**src/rtl/fifo_wr_arbiter.sv**
```systemverilog
`default_nettype none
// ============================================================================
//  Module   : fifo_wr_arbiter
//  Purpose  : Round-robin, burst-locked sharing of one FIFO write port.
//  Revision : 1.0  initial release
// ============================================================================
module fifo_wr_arbiter #(
  parameter int DATA_WIDTH = 32,
  parameter int NUM_PORTS  = 4,
  parameter int MAX_BURST  = 4
) (
  input  logic                            clk,
  input  logic                            rst,
  input  logic [NUM_PORTS-1:0]            req,
  input  logic [NUM_PORTS*DATA_WIDTH-1:0] req_din,
  output logic [NUM_PORTS-1:0]            ack,
  input  logic                            full,
  output logic                            wr,
  output logic [DATA_WIDTH-1:0]           din
);

  localparam int              OW     = $clog2(NUM_PORTS);
  localparam int              CW     = $clog2(MAX_BURST + 1);
  localparam logic [CW-1:0]   C_MAX  = CW'(MAX_BURST);
  localparam logic [CW-1:0]   C_ONE  = CW'(1);
  localparam logic [OW-1:0]   C_LAST = OW'(NUM_PORTS - 1);

  logic [OW-1:0]         r_owner;
  logic [CW-1:0]         r_cnt;
  logic                  r_locked;

  logic                  w_hold;
  logic                  w_valid;
  logic [OW-1:0]         w_grant;
  int                    w_best;
  logic [DATA_WIDTH-1:0] w_data [NUM_PORTS];

  for (genvar i = 0; i < NUM_PORTS; i++) begin : g_unpack
    assign w_data[i] = req_din[i*DATA_WIDTH +: DATA_WIDTH];
  end

  // Owner keeps the port while its burst has room; otherwise the nearest
  // requester after the owner wins, with the owner itself searched last.
  always_comb begin
    w_hold  = r_locked && req[r_owner] && (r_cnt < C_MAX);
    w_valid = 1'b0;
    w_grant = r_owner;
    w_best  = NUM_PORTS;
    if (!full && (req != '0)) begin
      w_valid = 1'b1;
      if (!w_hold) begin
        for (int i = 0; i < NUM_PORTS; i++) begin
          if (req[i] && (((i - int'(r_owner) - 1 + NUM_PORTS) % NUM_PORTS) < w_best)) begin
            w_best  = (i - int'(r_owner) - 1 + NUM_PORTS) % NUM_PORTS;
            w_grant = OW'(i);
          end
        end
      end
    end
  end

  assign wr  = w_valid & rst;
  assign din = w_data[w_valid ? w_grant : r_owner];

  always_comb begin
    ack = '0;
    if (wr) ack[w_grant] = 1'b1;
  end

  // An idle, non-full cycle with the owner not requesting releases the lock,
  // so a returning owner competes in the rotation instead of resuming.
  always_ff @(posedge clk or negedge rst) begin
    if (!rst) begin
      r_owner  <= C_LAST;
      r_cnt    <= '0;
      r_locked <= 1'b0;
    end else if (w_valid) begin
      if (w_hold) begin
        r_cnt <= r_cnt + 1'b1;
      end else begin
        r_owner  <= w_grant;
        r_cnt    <= C_ONE;
        r_locked <= 1'b1;
      end
    end else if (!full && r_locked && !req[r_owner]) begin
      r_locked <= 1'b0;
    end
  end

endmodule
`default_nettype wire

```
**config.mk**
```make
export PLATFORM = sky130hd
export DESIGN_NAME = fifo_wr_arbiter
export DESIGN_NICKNAME = d
export VERILOG_FILES = /design/src/rtl/fifo_wr_arbiter.sv
export SDC_FILE = /design/constraint.sdc
export NUM_CORES = 1
export LEC_CHECK = 0
export BUFFER_PORTS_ARGS = -buffer_cell sky130_fd_sc_hd__buf_4
export CORE_UTILIZATION = 39
export DETAILED_ROUTE_END_ITERATION = 7
export PLACE_DENSITY = 0.83
export SETUP_SLACK_MARGIN = 0.02
export SLEW_MARGIN = 20
export SYNTH_ARGS = -nofsm -noshare
export SYNTH_HDL_FRONTEND = slang
export SYNTH_SLANG_ARGS = --single-unit
```
**constraint.sdc**
```tcl
create_clock -name clk -period 7.1 [get_ports clk]
set_input_delay 0.71 -clock clk [delete_from_list [all_inputs] [get_ports clk]]
set_output_delay 0.71 -clock clk [all_outputs]
set_load 0.02 [all_outputs]
```
==> results.cfg, run 1 <==
[sta]
final_hold_viol_count = 0
tightest_slew_ps = 572
final-setup-viol-count = 0
fin_crit_ps = 6500
fin_crit_sh = 0.916
grt_setup_unrepaired = false
slew_violations = 0
fmax_ghz = 0.154
finalSetupTns_ps = 0
skew_ps = 3.27
relSlewSlack = 0.619

[global_route]
antenna_found_initial = 0
overflow = 0
grt_pass1_wl_um = 10100
grtUsageTotal = 0.247
grt_pass1_vias = 2174
grt_max_degree = 68

[logic_synthesis]
ys_types = 44
synthArstFlopShare = 1.00
synth_warnings = 0
syn_nets = 348
ys_seq_area_frac = 0.0793
yosysMostFrequentCell = mux2i_1
ys_top_cells_by_count = 97 x mux2i_1, 12 x ha_1, 9 x nor2_1
synth-seq-cells = 6
synth_edf_count = 0
synth_top_area_frac = 0.504
yosysTopAreaCell = mux2i_1
synth-main-ff-cell = dfrtp_1
syn_inst = 201
syn_area_per_cell_sq_um = 9.58
ys_top_cells_by_area = mux2i_1 50%, ha_1 7.8%, dfrtp_1 5.2%
syn_area_sq_um = 1930

[power]
power_density_nw_per_um2 = 505
p_leak_uw = 0.00187
total_power_uw = 1620
switching_share = 0.509
ir_worst_vdd_uv = 303
p_seq_frac = 0.045
pwr-share-comb = 0.920
switchingPower_uw = 826
pwr-share-clk = 0.034
p_int_uw = 797

[critical_path]
crit_required_ps = 6390
worstSetupPathDepth = 24
worstPathMaxFanout = 67
critPathArrivalTime_ps = 5790
path_delay_family = compound AO/OA/AOI/OAI gates
cp-start-kind = flop
crit_buf_inv = 5
crit_path_max_incr_delay_ps = 650
slowest_stage = dfstp_2
reg2regPathDepth = 22
end_kind = primary output
crit_path_cell_trace = inv_1, ha_1, nand3b_1, inv_1, ha_1, a2111oi_4, o21ai_2, and3_2, o21ai_0, o21ai_0, inv_1, ha_1, a21boi_0, o21ai_0, a22o_1, mux2i_1, ha_1, nor2_1, a221o_1, a32oi_4, buf_12, mux2i_1, mux2i_1, buf_4
crit_type = reg2out
cpMostUsedCell = ha_1

[finish]
diodes = 0
final_area_sq_um = 3220
final_layout_size_suffix_gt1_frac = 0.525
fillers = 408
layout.nets = 512
syn_to_final_growth_pct = 67.1

[floorplan]
pin_count = 172
die_w_um = 72.3
die_h_um = 72.3
dieArea_sq_um = 5220
rows = 25
coreArea_sq_um = 4720
initial_core_util = 0.408

[routing]
wl_per_cell_um = 16.3
via_per_inst = 5.20
drc = 0
drt_wl_total_um = 7030
first_pass_iters = 4
vias = 2241
drt-initial-drc-count = 100
ant_nets = 0

[hold_path]
hold_class = in2async

[placed_design]
post_dp_cell_area_sq_um = 3170
dp_hpwl_um = 5900
gp_congestion = 0.886
port_buffers = 171

[cts]
h-tree-depth = 1
ctsRootBufferMaster = clkbuf_8
cts.path.max_buffers = 2
clk_pin_slew_ps = 40
cts.sinks = 6
cts_tree = yes
numCtsBuffers = 3
clk_latency_ps = 230
postCtsSetupRepairBufs = 0

[run]
maxCapViolations = 0

[outcome]
outcome = finished, final reports clean
## power groups by stage
stage	registers [uW]	clock network (uW)	logic, uW
after floorplan	62.4	0	1160
after global routing	76.5	57.4	1600
final	73.8	55.4	1490
after CTS	73.4	55.5	1500
after global placement	72.2	0	1470
after detailed placement	73.6	0	1490
## state kept, by name, summed over array words and instances, names as in the netlist
name      cells
r_cnt         3
r_owner       2
r_locked      1
## routing by layer
| layer | vias up | global-route usage | part of all wire |
|---|---|---|---|
| met5 | - | 0 | 0 |
| met1 | 1041 | 0.262 | 0.35 |
| met3 | 15 | 0.0458 | 0.066 |
| li1 | 1086 | - | - |
| met2 | 99 | 0.486 | 0.55 |
| met4 | 0 | 0.0784 | 0.028 |
## layout make-up
class	instances	area, sq um	area share
Clock buffer	4	45.0	0.0140
Sequential cell	6	153	0.0475
Timing Repair Buffer	172	1300	0.405
Multi-Input combinational cell	173	1600	0.497
Inverter	9	33.8	0.0105
Tap cell	67	83.8	0.0261
## what timing repair did
item / CTS / global route
setup endpoints to repair: 0 / 1
resized for setup: 0 / 1
hold buffers: 0 / 0
## metrics by stage
stage / hold slack (ps) / cells / worst slack [ps] / util
global placement: 461 / 427 / 886 / 0.670
detailed placement: 475 / 427 / 780 / 0.670
finish: 283 / 431 / 596 / 0.681
global route: 285 / 431 / 233 / 0.681
floorplan: 414 / 201 / 1420 / -
CTS: 286 / 431 / 532 / 0.680
## cell usage in the layout (no fill, tap or decap), types with 2 or more instances in the layout
| cell | count |
|---|---|
| o21ai_0 | 5 |
| dfrtp_1 | 4 |
| or2_2 | 2 |
| and3_1 | 2 |
| nand3b_1 | 3 |
| inv_1 | 8 |
| buf_4 | 171 |
| a21oi_1 | 3 |
| nand2b_1 | 2 |
| nor3_1 | 3 |
| o311a_1 | 2 |
| a22o_1 | 4 |
| nor2_1 | 9 |
| dfstp_2 | 2 |
| mux2i_1 | 97 |
| nand2_1 | 8 |
| ha_1 | 12 |
| clkbuf_8 | 3 |
## path summary, 6_finish.rpt
kind / start / end / slack, ps
min in group clk: r_locked$_DFFE_PN0P_ / r_locked$_DFFE_PN0P_ / 480
min: rst / r_locked$_DFFE_PN0P_ / 280
max reg2reg: r_owner[0]$_DFFE_PN1P_ / r_owner[0]$_DFFE_PN1P_ / 1920
max: r_owner[0]$_DFFE_PN1P_ / din[3] / 600
min reg2reg: r_locked$_DFFE_PN0P_ / r_locked$_DFFE_PN0P_ / 480
max in group asynchronous: rst / r_owner[1]$_DFFE_PN1P_ / 6610
## cell families after synthesis
group | share of synthesized area
buf+inv | 0.101
flops | 0.0793
compound gates | 0.105
mux | 0.518
xor+xnor | 0.00455
other cells | 0.00195
fa+ha+maj | 0.0780
simple gates | 0.112
(Power assumes the default switching activity.)
==> run 2, diff against run 1 <==
Settings changed: CORE_UTILIZATION 39 to 42, PLACE_DENSITY 0.83 to 0.89.
Clock period 7.1 ns to 8 ns, I/O delays scaled along.
==> results.cfg, run 2 (synthesis gave the netlist of run 1 again) <==
[outcome]
outcome = finished, final reports clean

[sta]
fmax_ghz = 0.149
final_hold_viol_count = 0
slew_violations = 0
relSlewSlack = 0.316
fin_crit_sh = 0.841
fin_ws_ps = 1270
skew_ps = 7.25
grt_setup_unrepaired = false
final-setup-viol-count = 0
finalSetupTns_ps = 0
tightest_slew_ps = 1030
fin_crit_ps = 6730

[cts]
clk_pin_slew_ps = 40
cts_hold_buf = 0
cts.sinks = 6
clk_latency_ps = 230
cts_resized = 0
postCtsSetupRepairBufs = 0
ctsRootBufferMaster = clkbuf_8
cts_tree = yes
h-tree-depth = 1
cts.path.max_buffers = 2
numCtsBuffers = 3

[finish]
largest-register = r_cnt
regArea_sq_um = 153
final_layout_size_suffix_gt1_frac = 0.525
layout_commonest_cell = buf_4
fillers = 346
reg_top3 = r_cnt x3, r_owner x2, r_locked x1
final_util = 0.728
final_area_sq_um = 3190
layout.nets = 512
multi_input_area_sq_um = 1590
final_cells = 416
syn_to_final_growth_pct = 65.8
largest_reg_flops = 3
layout_common_cells = 171 x buf_4, 97 x mux2i_1, 12 x ha_1, 9 x nor2_1
diodes = 0

[routing]
drt_wl_total_um = 6940
wl_met1_um = 2330
highest_layer = met4
wl_met3_um = 545
wl_per_cell_um = 16.7
first_pass_iters = 6
route.met2.wl_um = 3850
drc = 0
ant_nets = 0
drt-initial-drc-count = 76
via_per_inst = 5.27
vias = 2191

[placed_design]
dp_hpwl_um = 5960
dp_cells = 412
post_dp_cell_area_sq_um = 3150
port_buffers = 171
gp_congestion = 0.906
detailedPlace.worstSlack_ps = 1530

[floorplan]
dieArea_sq_um = 4860
initial_core_util = 0.439
rows = 24
die_h_um = 69.7
pin_count = 172
die_w_um = 69.7
coreArea_sq_um = 4380

[critical_path]
reg2reg_from = r_owner[0]$_DFFE_PN1P_
end_kind = primary output
rr_endpoint = r_owner[1]$_DFFE_PN1P_
slowest_stage = a21o_2
cp-start-kind = flop
reg2reg_slack_ps = 2620
reg2regPathDepth = 21
crit_path_cell_trace = inv_1, ha_1, nand3b_1, inv_1, ha_1, a2111oi_4, o21ai_2, and3_2, o21ai_0, o21ai_0, inv_1, ha_1, nand2_1, o311a_1, a22o_1, mux2i_1, ha_1, nor3_1, a221o_1, nand2b_1, a21o_2, mux2i_1, buf_4
crit_required_ps = 7200
crit_path_max_incr_delay_ps = 800
cpMostUsedCell = ha_1
crit_type = reg2out
critPathArrivalTime_ps = 5930
worstPathMaxFanout = 37

[global_route]
overflow = 0
antenna_found_initial = 0
grt_pass1_vias = 2252
grt_pass1_wl_um = 10300
grtUsageTotal = 0.271
grt_max_degree = 68

[run]
maxCapViolations = 0

[power]
ir_worst_vdd_uv = 593
p_leak_uw = 0.00187
power_density_nw_per_um2 = 450

[hold_path]
hold_class = in2async
run 2: cell counts in the layout (fill, tap and decap cells not counted):
Identical to the previous run, type by type.
run 2: area by class of cell:
cell class / instances / area share
Timing Repair Buffer: 172 / 0.408
Inverter: 9 / 0.0106
Sequential cell: 6 / 0.0478
Tap cell: 52 / 0.0204
Clock buffer: 4 / 0.0141
Multi-Input combinational cell: 173 / 0.499
run 2: metal layers:
metal,global-route usage,vias up
met5,0,-
met4,0.0911,0
met3,0.0916,16
met2,0.537,96
met1,0.256,1001
li1,-,1078
run 2: power breakdown:
| group | internal, uW | switching [uW] | leakage, uW |
|---|---|---|---|
| clock network | 34.4 | 14.1 | 0.0000228 |
| logic | 627 | 696 | 0.00178 |
| registers | 46.6 | 17.9 | 0.0000690 |
run 2: through the flow:
| step | hold WS (ps) | total power [uW] |
|---|---|---|
| final | 375 | 1440 |
| after global routing | 367 | 1530 |
| after CTS | 372 | 1440 |
| after detailed placement | 470 | 1390 |
| after global placement | 462 | 1370 |
| after floorplan | 446 | 1080 |
run 2: worst max-delay path, delay by kind of cell (launching register included):
| kind | cells | cell delay, ps |
|---|---|---|
| buf+inv | 4 | 530 |
| mux | 2 | 480 |
| compound gates | 8 | 2350 |
| simple gates | 5 | 790 |
| fa+ha+maj | 4 | 870 |
| flops | 1 | 660 |
run 2: how the worst max path moves through the flow:
stage / start / endpoint / slack (ps)
2_1_floorplan: r_owner[0]$_DFFE_PN1P_ / din[13] / 2230
3_3_place_gp: r_owner[0]$_DFFE_PN1P_ / din[3] / 1740
3_5_place_dp: r_owner[0]$_DFFE_PN1P_ / din[3] / 1530
4_1_cts: r_owner[0]$_DFFE_PN1P_ / din[3] / 1270
5_1_grt: r_owner[0]$_DFFE_PN1P_ / din[3] / 910
6_report: r_owner[0]$_DFFE_PN1P_ / din[3] / 1270
